[config.mk]
export PLATFORM = sky130hd
export DESIGN_NAME = dkong_rom_loader_flat
export DESIGN_NICKNAME = d
export VERILOG_FILES = /design/src/rtl/dkong_rom_loader_if.sv /design/src/rtl/dkong_rom_loader.sv /design/src/flat_wrapper.sv
export SDC_FILE = /design/constraint.sdc
export NUM_CORES = 1
export LEC_CHECK = 0
export ABC_AREA = 1
export BUFFER_PORTS_ARGS = -buffer_cell sky130_fd_sc_hd__clkbuf_2
export CAP_MARGIN = 20
export CORE_ASPECT_RATIO = 0.5
export CORE_UTILIZATION = 50
export DETAILED_ROUTE_END_ITERATION = 8
export PLACE_DENSITY = 0.73
export SYNTH_ARGS = -nofsm -noshare
export SYNTH_HDL_FRONTEND = slang
export SYNTH_SLANG_ARGS = --single-unit
export TNS_END_PERCENT = 100
[constraint.sdc]
create_clock -name clk_sys -period 4.7 [get_ports clk_sys]
set_input_delay 0.235 -clock clk_sys [delete_from_list [all_inputs] [get_ports clk_sys]]
set_output_delay 0.235 -clock clk_sys [all_outputs]
set_load 0.05 [all_outputs]
[src/rtl/dkong_rom_loader_if.sv]
// HPS ioctl download bus as seen by the Donkey Kong ROM loader.
// The HPS side drives everything; the loader only listens.
interface dkong_rom_loader_if;
  logic        ioctl_download;
  logic [7:0]  ioctl_index;
  logic        ioctl_wr;
  logic [24:0] ioctl_addr;
  logic [7:0]  ioctl_dout;

  modport master (
    output ioctl_download, ioctl_index, ioctl_wr, ioctl_addr, ioctl_dout
  );

  modport slave (
    input ioctl_download, ioctl_index, ioctl_wr, ioctl_addr, ioctl_dout
  );
endinterface

[src/rtl/dkong_rom_loader.sv]
// Splits the HPS ROM download into per-region write strobes, latches mod/DIP bytes,
// keeps a checksum and holds the core in reset around each ROM download.
module dkong_rom_loader #(
  parameter int HOLD_CYCLES = 1024
) (
  input  logic                     clk_sys,
  input  logic                     reset,
  dkong_rom_loader_if.slave        ioctl,
  output logic [15:0]              wr_addr,
  output logic [7:0]               wr_data,
  output logic                     cpu_we,
  output logic                     dl_we,
  output logic                     snd_we,
  output logic                     wav_we,
  output logic [7:0]               mod,
  output logic [7:0]               dip_sw0,
  output logic                     core_reset,
  output logic                     load_done,
  output logic                     bad_addr,
  output logic [7:0]               checksum
);

  localparam int NREG = 4;
  localparam logic [15:0] HOLD_LOAD = 16'(HOLD_CYCLES - 1);

  // Region order matches the strobe vector: cpu, dl, snd, wav.
  localparam logic [24:0] REGION_LO   [NREG] = '{25'h00000, 25'h08000, 25'h0E000, 25'h10000};
  localparam logic [24:0] REGION_SIZE [NREG] = '{25'h08000, 25'h06000, 25'h01000, 25'h10000};
  localparam logic [15:0] REGION_MASK [NREG] = '{16'h7FFF, 16'hFFFF, 16'h0FFF, 16'hFFFF};

  typedef enum logic [1:0] {IDLE, LOAD, HOLD} state_t;

  state_t          state_reg;
  logic [15:0]     hold_cnt_reg;
  logic            core_reset_reg;
  logic            load_done_reg;
  logic [NREG-1:0] we_reg;
  logic [15:0]     wr_addr_reg;
  logic [7:0]      wr_data_reg;
  logic [7:0]      mod_reg;
  logic [7:0]      dip_sw0_reg;
  logic [7:0]      checksum_reg;
  logic            bad_addr_reg;

  logic            rom_byte;
  logic            rom_start;
  logic            entering_load;
  logic [NREG-1:0] hit;
  logic [15:0]     region_addr [NREG];
  logic [15:0]     wr_addr_next;
  logic            any_hit;
  logic            miss;
  logic [7:0]      checksum_base;
  logic [7:0]      checksum_next;
  logic            bad_addr_next;

  assign rom_byte      = ioctl.ioctl_download && ioctl.ioctl_wr && (ioctl.ioctl_index == 8'd0);
  assign rom_start     = ioctl.ioctl_download && (ioctl.ioctl_index == 8'd0);
  assign entering_load = rom_start && (state_reg != LOAD);

  // Offset compare wraps below the base, so one unsigned test covers both bounds.
  genvar gi;
  generate
    for (gi = 0; gi < NREG; gi++) begin : g_region
      assign hit[gi] = rom_byte &&
                       ((ioctl.ioctl_addr - REGION_LO[gi]) < REGION_SIZE[gi]);
      assign region_addr[gi] = hit[gi] ? (ioctl.ioctl_addr[15:0] & REGION_MASK[gi]) : 16'h0000;
    end
  endgenerate

  always_comb begin
    wr_addr_next = 16'h0000;
    for (int i = 0; i < NREG; i++) begin
      wr_addr_next = wr_addr_next | region_addr[i];
    end
  end

  assign any_hit = |hit;
  assign miss    = rom_byte && !any_hit;

  // A new ROM download starts the checksum and error flag afresh, yet still
  // counts a byte that arrives on the very first download cycle.
  assign checksum_base = entering_load ? 8'h00 : checksum_reg;
  assign checksum_next = checksum_base + (any_hit ? ioctl.ioctl_dout : 8'h00);
  assign bad_addr_next = (entering_load ? 1'b0 : bad_addr_reg) | miss;

  always_ff @(posedge clk_sys) begin
    if (reset) begin
      state_reg      <= HOLD;
      hold_cnt_reg   <= HOLD_LOAD;
      core_reset_reg <= 1'b1;
      load_done_reg  <= 1'b0;
      we_reg         <= '0;
      wr_addr_reg    <= 16'h0000;
      wr_data_reg    <= 8'h00;
      mod_reg        <= 8'h00;
      dip_sw0_reg    <= 8'h00;
      checksum_reg   <= 8'h00;
      bad_addr_reg   <= 1'b0;
    end else begin
      load_done_reg <= 1'b0;
      we_reg        <= hit;
      checksum_reg  <= checksum_next;
      bad_addr_reg  <= bad_addr_next;

      if (any_hit) begin
        wr_addr_reg <= wr_addr_next;
        wr_data_reg <= ioctl.ioctl_dout;
      end

      if (ioctl.ioctl_wr && ioctl.ioctl_index == 8'd1) begin
        mod_reg <= ioctl.ioctl_dout;
      end

      // Only DIP byte 0 is kept; the rest of the 8-byte bank is discarded.
      if (ioctl.ioctl_wr && ioctl.ioctl_index == 8'd254 && ioctl.ioctl_addr == 25'd0) begin
        dip_sw0_reg <= ioctl.ioctl_dout;
      end

      case (state_reg)
        IDLE: begin
          if (rom_start) begin
            state_reg      <= LOAD;
            core_reset_reg <= 1'b1;
          end
        end
        LOAD: begin
          if (!ioctl.ioctl_download) begin
            state_reg    <= HOLD;
            hold_cnt_reg <= HOLD_LOAD;
          end
        end
        HOLD: begin
          if (rom_start) begin
            state_reg <= LOAD;
          end else if (hold_cnt_reg == 16'd0) begin
            state_reg      <= IDLE;
            load_done_reg  <= 1'b1;
            core_reset_reg <= 1'b0;
          end else begin
            hold_cnt_reg <= hold_cnt_reg - 16'd1;
          end
        end
        default: begin
          state_reg <= HOLD;
        end
      endcase
    end
  end

  assign cpu_we     = we_reg[0];
  assign dl_we      = we_reg[1];
  assign snd_we     = we_reg[2];
  assign wav_we     = we_reg[3];
  assign wr_addr    = wr_addr_reg;
  assign wr_data    = wr_data_reg;
  assign mod        = mod_reg;
  assign dip_sw0    = dip_sw0_reg;
  assign core_reset = core_reset_reg;
  assign load_done  = load_done_reg;
  assign bad_addr   = bad_addr_reg;
  assign checksum   = checksum_reg;

endmodule

[src/flat_wrapper.sv]
// flat-port wrapper written by rule: the top's interface ports become plain ports
module dkong_rom_loader_flat 
#(
  parameter int HOLD_CYCLES = 1024
)
  (clk_sys, reset, wr_addr, wr_data, cpu_we, dl_we, snd_we, wav_we, mod, dip_sw0, core_reset, load_done, bad_addr, checksum, ioctl_ioctl_download, ioctl_ioctl_index, ioctl_ioctl_wr, ioctl_ioctl_addr, ioctl_ioctl_dout);
  dkong_rom_loader_if ioctl_i ();
  input  logic clk_sys;
  input  logic reset;
  output logic [15:0] wr_addr;
  output logic [7:0] wr_data;
  output logic cpu_we;
  output logic dl_we;
  output logic snd_we;
  output logic wav_we;
  output logic [7:0] mod;
  output logic [7:0] dip_sw0;
  output logic core_reset;
  output logic load_done;
  output logic bad_addr;
  output logic [7:0] checksum;
  input wire logic [$bits(ioctl_i.ioctl_download)-1:0] ioctl_ioctl_download;
  input wire logic [$bits(ioctl_i.ioctl_index)-1:0] ioctl_ioctl_index;
  input wire logic [$bits(ioctl_i.ioctl_wr)-1:0] ioctl_ioctl_wr;
  input wire logic [$bits(ioctl_i.ioctl_addr)-1:0] ioctl_ioctl_addr;
  input wire logic [$bits(ioctl_i.ioctl_dout)-1:0] ioctl_ioctl_dout;
  assign ioctl_i.ioctl_download = ioctl_ioctl_download;
  assign ioctl_i.ioctl_index = ioctl_ioctl_index;
  assign ioctl_i.ioctl_wr = ioctl_ioctl_wr;
  assign ioctl_i.ioctl_addr = ioctl_ioctl_addr;
  assign ioctl_i.ioctl_dout = ioctl_ioctl_dout;
  dkong_rom_loader #(.HOLD_CYCLES(HOLD_CYCLES)) u_core (.clk_sys(clk_sys), .reset(reset), .ioctl(ioctl_i), .wr_addr(wr_addr), .wr_data(wr_data), .cpu_we(cpu_we), .dl_we(dl_we), .snd_we(snd_we), .wav_we(wav_we), .mod(mod), .dip_sw0(dip_sw0), .core_reset(core_reset), .load_done(load_done), .bad_addr(bad_addr), .checksum(checksum));
endmodule
==> run metrics, run 1 <==
initial antenna violation count=0; Comb power frac=5.6%; CP Buf/Inv Count=3; Leakage Power=2.14 nW; Clk pin slew, worst setup/hold paths=0.06 ns; Num Clock Sinks=73; Rel. slew slack=33.4%; antenna-violating nets left=0; fillers=612; routed vias/inst=5.02; Final period util=70.9%; power per cell area=306 nW/µm²; P_sw=325 µW; number of detailed-route iterations in the first pass=4; worst-case reg-to-reg path depth=15; final setup fails=0; Synth Warn #=0; detailed placement HPWL=6.97 mm; top_reg_cell synth=dfxtp_1; DR WL/cell=12.6 µm; worst reg2reg setup slack=2.04 ns; Setup TNS=0 ns; # rows=21; global-route wire length before repair=15.6 mm; Min-Delay Endpoint=u_core.wr_addr[5]; die width=125 µm; unrepaired setup endpoints after global routing=false; Synth async-reset ratio=0%; total gr overflow=0; vias in the first global route=3388; Max Clock Skew=0.00389 ns; Die ar.=7900 µm²; DRC Markers=0; commonest non-fill, non-tap cell in the layout=clkbuf_2; Worst Tran Pin Value=0.999 ns; Reg-to-Reg Start=u_core.state_reg[0]; worst hold path type=primary input to flip-flop; Slew Limit Fails=0; Sw Ratio=23.1%; Netlist cell types=41; Chip Height=63.4 µm; worst hold stages=3; crit-path cells=clkbuf_2 -> inv_1 -> ha_1 -> nand2_1 -> nand2_1 -> o21ai_1 -> nand2_1 -> nor2_1 -> nand2_1 -> nand2_2 -> nor2_2 -> nand2_2 -> nand2_2 -> inv_1 -> ha_1 -> nand2_1 -> nand2_1 -> a21oi_1 -> nor3_1 -> a2111oi_0 -> nand3_1 -> nand2_1 -> nor2_1; status=finished clean; Synth Instances=536; CTS max path bufs=2; crit end category=flip-flop; sequential area share after synthesis=38.8%; CP Class=primary input to flip-flop; final count of hold timing violations=0; GP Congestion=0.891; via count=3652; Post-Synthesis Net Count=592; CTS H-tree depth=3; Final Routed Wirelength=9.20 mm; worst-skew pair later-pin latency=0.33 ns; Area Overhead vs Synth=22.0%; Post-CTS Resized=0; clock power share=50.1%; most numerous cell on the critical path=nand2_1; Core ar.=6960 µm²; n_diodes=0; Post-CTS Setup Bufs=0; Num CTS Buffers=9; Worst Setup Slack, final=1.37 ns; Internal Power=1.08 mW; maximum vdd drop=0.000165 V; commonest non-fill, non-tap cells in the layout=clkbuf_2, nor2_1, nand2_1, dfxtp_1, inv_1; Largest stage delay, worst path=0.49 ns; startpoint types=primary input; Post-synth EDFFs=0; CP Data Required Time=4.93 ns; Max Freq=300 MHz; first-iteration detailed-routing DRC count=191; Reg power frac=44.4%; IO buf count=99; Root Driver=clkbuf_16; pin count of the biggest net entering global routing=44; Max Fanout on Critical Path=29; DP Worst Slack=1.04 ns; Hold-fix buffers, CTS=0; # IOs=100; Initial Util=54.1%; CP delay by family, top=simple AND/OR/NAND/NOR gates; FF-to-FF End=u_core.checksum[7]; Total GRT Usage=24.8%; crit path max-delay cell type=a2111oi_0; nets=687; synthesized flop and latch total=73; HP Start=ioctl_ioctl_addr[5]; Final Critical Period=3.33 ns; layout cells sized above 1=23.7%; Mean Syn Cell Area=7.02 µm²; area of the mapped netlist=3760 µm²; Worst Path Arrival=3.56 ns; CTS tree=done; maxcap violations=0
power by group through the flow:
stage / clock network, mW / logic, mW / registers [mW]
after floorplan: 0 / 0.0398 / 0.637
after global placement: 0 / 0.0777 / 0.637
after detailed placement: 0 / 0.0771 / 0.637
after CTS: 0.721 / 0.0781 / 0.623
after global routing: 0.754 / 0.0875 / 0.623
final: 0.704 / 0.0782 / 0.624
cell type report:
type | instances | area [µm²] | share of cell area, %
clock buffers | 10 | 239 | 5.20
clock inverters | 6 | 75.1 | 1.63
inverters | 73 | 274 | 5.97
multi-input cells | 375 | 1930 | 42.1
flip-flops and latches | 73 | 1460 | 31.8
well taps | 92 | 115 | 2.51
repair buffers | 99 | 495 | 10.8
worst min-delay path, stage by stage:
cell	delay, ns
clkbuf_2	0.08
inv_1	0.06
a211oi_1	0.07
synth_stat cells (2+ instances only):
library cell / count / area, µm²
a211oi_1: 12 / 90.1
a211oi_2: 2 / 25.0
a21oi_1: 34 / 170
a21oi_2: 8 / 70.1
buf_2: 3 / 15.0
buf_6: 2 / 22.5
clkbuf_1: 6 / 22.5
dfxtp_1: 73 / 1460
ha_1: 10 / 125
inv_1: 70 / 263
inv_2: 2 / 7.51
nand2_1: 91 / 342
nand2_2: 11 / 68.8
nand3_1: 18 / 90.1
nand3b_1: 3 / 22.5
nand4_1: 9 / 56.3
nor2_1: 94 / 353
nor2_2: 7 / 43.8
nor3_1: 14 / 70.1
nor4_1: 6 / 37.5
o211ai_1: 3 / 22.5
o21a_1: 2 / 15.0
o21ai_0: 31 / 155
or2_2: 2 / 12.5
xnor2_1: 6 / 52.6
xor2_1: 2 / 17.5
logic make-up (layout without fill, tap and decap cells):
kind of cell	after synthesis	in the layout	synth area share (%)
AO/OA/AOI/OAI	96	96	15.4
XOR/XNOR	8	8	1.86
adder cells (fa/ha/maj)	11	11	3.86
buffers and inverters	88	188	9.84
flip-flops	73	73	38.8
AND/OR/NAND/NOR	260	260	30.3
per-stage QoR:
| step | area [µm²] | hold slack, ns | instances | power, mW | utilization [%] |
|---|---|---|---|---|---|
| final | 4590 | 0.157 | 728 | 1.41 | 66.0 |
| after global routing | 4590 | 0.143 | 728 | 1.46 | 66.0 |
| after CTS | 4590 | 0.143 | 728 | 1.42 | 66.0 |
| after detailed placement | 4280 | 0.455 | 712 | 0.714 | 61.5 |
| after global placement | 4280 | 0.452 | 712 | 0.715 | 61.5 |
| after floorplan | 3760 | 0.374 | 536 | 0.677 | - |
metal layers:
layer,share of wire [%],global-route usage [%]
met1,45,29.8
met2,48,43.7
met3,5.9,8.07
met4,0.67,4.97
met5,0,0
worst max-delay path by stage:
stage	start	endpoint	slack, ns	cells past startpoint
after floorplan	ioctl_ioctl_addr[16]	u_core.checksum[6]	1.74	25
after global placement	ioctl_ioctl_addr[16]	u_core.checksum[7]	1.10	23
after detailed placement	ioctl_ioctl_addr[16]	u_core.checksum[7]	1.04	23
after CTS	ioctl_ioctl_addr[16]	u_core.checksum[7]	1.39	23
after global routing	ioctl_ioctl_addr[16]	u_core.checksum[7]	0.96	23
final	ioctl_ioctl_addr[16]	u_core.checksum[7]	1.37	23
Note: power is estimated with default switching activity, not from simulation.
==> inputs of run 2 (changes only) <==
- clock period: 4.7 -> 3.11 ns (I/O delays scaled with it)
==> run 2 against run 1 <==
Final area grew 1.1%. Critical path depth grew 1. Die area is the same. First-iteration DRC count shrank 9.4%. Utilization grew 0.70 points. Cell count grew 0.69%. Non-clock buffer count grew 5. Wire length grew 3.7%. Power grew 55%. Clock power grew 58%. Critical path type unchanged. Largest power group unchanged.
==> run metrics, run 2 (synthesis gave the netlist of run 1 again) <==
CTS max path bufs=2 (unchanged); first-iteration detailed-routing DRC count=173 (was 191); Leakage Power=2.16 nW (was 2.14 nW); routed vias/inst=4.97 (was 5.02); die width=125 µm (unchanged); crit end category=flip-flop (unchanged); DR WL/cell=13.0 µm (was 12.6 µm); initial antenna violation count=0 (unchanged); Max Fanout on Critical Path=5 (was 29); Worst Path Arrival=3.06 ns (was 3.56 ns); n_diodes=0 (unchanged); Area Overhead vs Synth=23.3% (was 22.0%); worst-skew pair later-pin latency=0.34 ns (was 0.33 ns); maxcap violations=0 (unchanged); nets=692 (was 687); worst-case reg-to-reg path depth=16 (was 15); commonest non-fill, non-tap cells in the layout=clkbuf_2, nor2_1, nand2_1, dfxtp_1, inv_1 (unchanged); Max Freq=359 MHz; Num Clock Sinks=73 (unchanged); Initial Util=54.1% (unchanged); HP Start=ioctl_ioctl_addr[6] (was ioctl_ioctl_addr[5]); Total GRT Usage=25.8% (was 24.8%); Max Clock Skew=0.00863 ns (was 0.00389 ns); Clk pin slew, worst setup/hold paths=0.06 ns (about the same); Post-CTS Setup Bufs=0 (unchanged); Core ar.=6960 µm² (unchanged); final count of hold timing violations=0 (unchanged); Worst Setup Slack, final=0.322 ns (was 1.37 ns); GP Congestion=0.942 (was 0.891); final setup fails=0 (unchanged); maximum vdd drop=0.000247 V (was 0.000165 V); Final period util=89.6%; CTS H-tree depth=3 (unchanged); Num CTS Buffers=9 (unchanged); fillers=630 (was 612); commonest non-fill, non-tap cell in the layout=clkbuf_2 (unchanged); worst reg2reg setup slack=0.52 ns (was 2.04 ns); via count=3643 (was 3652); IO buf count=99 (unchanged); Reg-to-Reg Start=u_core.state_reg[0] (unchanged); worst hold path type=primary input to flip-flop (unchanged); CP Data Required Time=3.38 ns (was 4.93 ns); unrepaired setup endpoints after global routing=false (unchanged); pin count of the biggest net entering global routing=43 (was 44); status=finished clean (unchanged); CP Class=primary input to flip-flop (unchanged); startpoint types=primary input (unchanged); Die ar.=7900 µm² (unchanged); total gr overflow=0 (unchanged); post-layout util=66.7% (was 66.0%); # IOs=100 (unchanged); layout cells sized above 1=24.5% (was 23.7%); CTS tree=done (unchanged); # rows=21 (unchanged); detailed placement HPWL=7.25 mm (was 6.97 mm); worst hold stages=3 (unchanged); power per cell area=468 nW/µm² (was 306 nW/µm²); DP Worst Slack=-0.0504 ns (was 1.04 ns); Min-Delay Endpoint=u_core.wr_addr[6] (was u_core.wr_addr[5]); Final Routed Wirelength=9.54 mm (was 9.20 mm); Chip Height=63.4 µm (unchanged); Final Critical Period=2.79 ns; Slew Limit Fails=0 (unchanged); FF-to-FF End=u_core.checksum[7] (unchanged); vias in the first global route=3546 (was 3388); DRC Markers=0 (unchanged); Hold-fix buffers, CTS=0 (unchanged); Post-CTS Resized=0 (unchanged); Rel. slew slack=52.9% (was 33.4%); global-route wire length before repair=16.2 mm (was 15.6 mm); Worst Tran Pin Value=0.706 ns (was 0.999 ns); antenna-violating nets left=0 (unchanged); Root Driver=clkbuf_16 (unchanged); number of detailed-route iterations in the first pass=5 (was 4)
## run 2: cell count changes in the layout (fill, tap and decap cells not counted)
| cell | previous run | this run |
|---|---|---|
| clkbuf_8 | 1 | 0 |
| a2111oi_1 | 0 | 1 |
| clkbuf_1 | 0 | 1 |
| inv_8 | 1 | 0 |
| buf_4 | 0 | 5 |
| bufinv_16 | 1 | 2 |
| ha_2 | 0 | 1 |
| a2111oi_0 | 1 | 0 |
| clkinv_4 | 2 | 1 |
| clkinv_2 | 0 | 1 |
| nor2_2 | 7 | 8 |
| nor2_1 | 94 | 93 |
| ha_1 | 10 | 9 |
## run 2: power by group
group / switching (mW) / internal, mW
registers: 0.00304 / 0.939
logic: 0.0779 / 0.0413
clock network: 0.408 / 0.705
total: 0.489 / 1.69
## run 2: routing by layer
metal / wire, µm / track usage [%]
met1: 4270 / 30.0
met2: 4610 / 45.5
met3: 554 / 7.90
met4: 113 / 8.58
met5: 0 / 0
## run 2: final cells by class
| cell class | count | area [µm²] | area share (%) |
|---|---|---|---|
| Sequential cell | 73 | 1460 | 31.5 |
| Clock buffer | 10 | 229 | 4.93 |
| Tap cell | 92 | 115 | 2.48 |
| Timing Repair Buffer | 104 | 533 | 11.5 |
| Multi-Input combinational cell | 375 | 1940 | 41.8 |
| Inverter | 73 | 274 | 5.90 |
| Clock inverter | 6 | 90.1 | 1.94 |
## run 2: critical path: stages
cell and delay, ns:
clkbuf_2 0.11, inv_1 0.08, ha_2 0.22, inv_1 0.08
nor2_1 0.13, nand2_1 0.08, nand3_1 0.08, nor2_1 0.04
nand2_1 0.10, nand2_2 0.10, nor2_2 0.10, nand2_2 0.12
nand2_2 0.10, inv_1 0.04, ha_1 0.22, fa_1 0.42
a21oi_1 0.14, nor2_1 0.07, nor2_1 0.09, nor2_1 0.06
o21a_1 0.17, nor2_2 0.11, o21ai_0 0.09, a21oi_1 0.15
## run 2: worst max path at each step
stage / from / endpoint / depth (start not counted)
3_5_place_dp: ioctl_ioctl_addr[16] / u_core.checksum[7] / 23
4_1_cts: ioctl_ioctl_addr[16] / u_core.checksum[7] / 23
2_1_floorplan: ioctl_ioctl_addr[16] / u_core.checksum[6] / 25
3_3_place_gp: ioctl_ioctl_addr[16] / u_core.checksum[6] / 24
5_1_grt: ioctl_ioctl_addr[16] / u_core.checksum[7] / 23
6_report: ioctl_ioctl_addr[16] / u_core.checksum[6] / 24
## run 2: through the flow
stage	instances	hold WS, ns	setup TNS [ns]	power [mW]	area, µm²
3_3_place_gp	717	0.410	0	1.08	4320
4_1_cts	733	0.0601	0	2.19	4640
6_report	733	0.0655	0	2.17	4640
5_1_grt	733	0.0687	0	2.25	4640
2_1_floorplan	536	0.295	0	1.02	3760
3_5_place_dp	717	0.413	-0.0818	1.08	4320
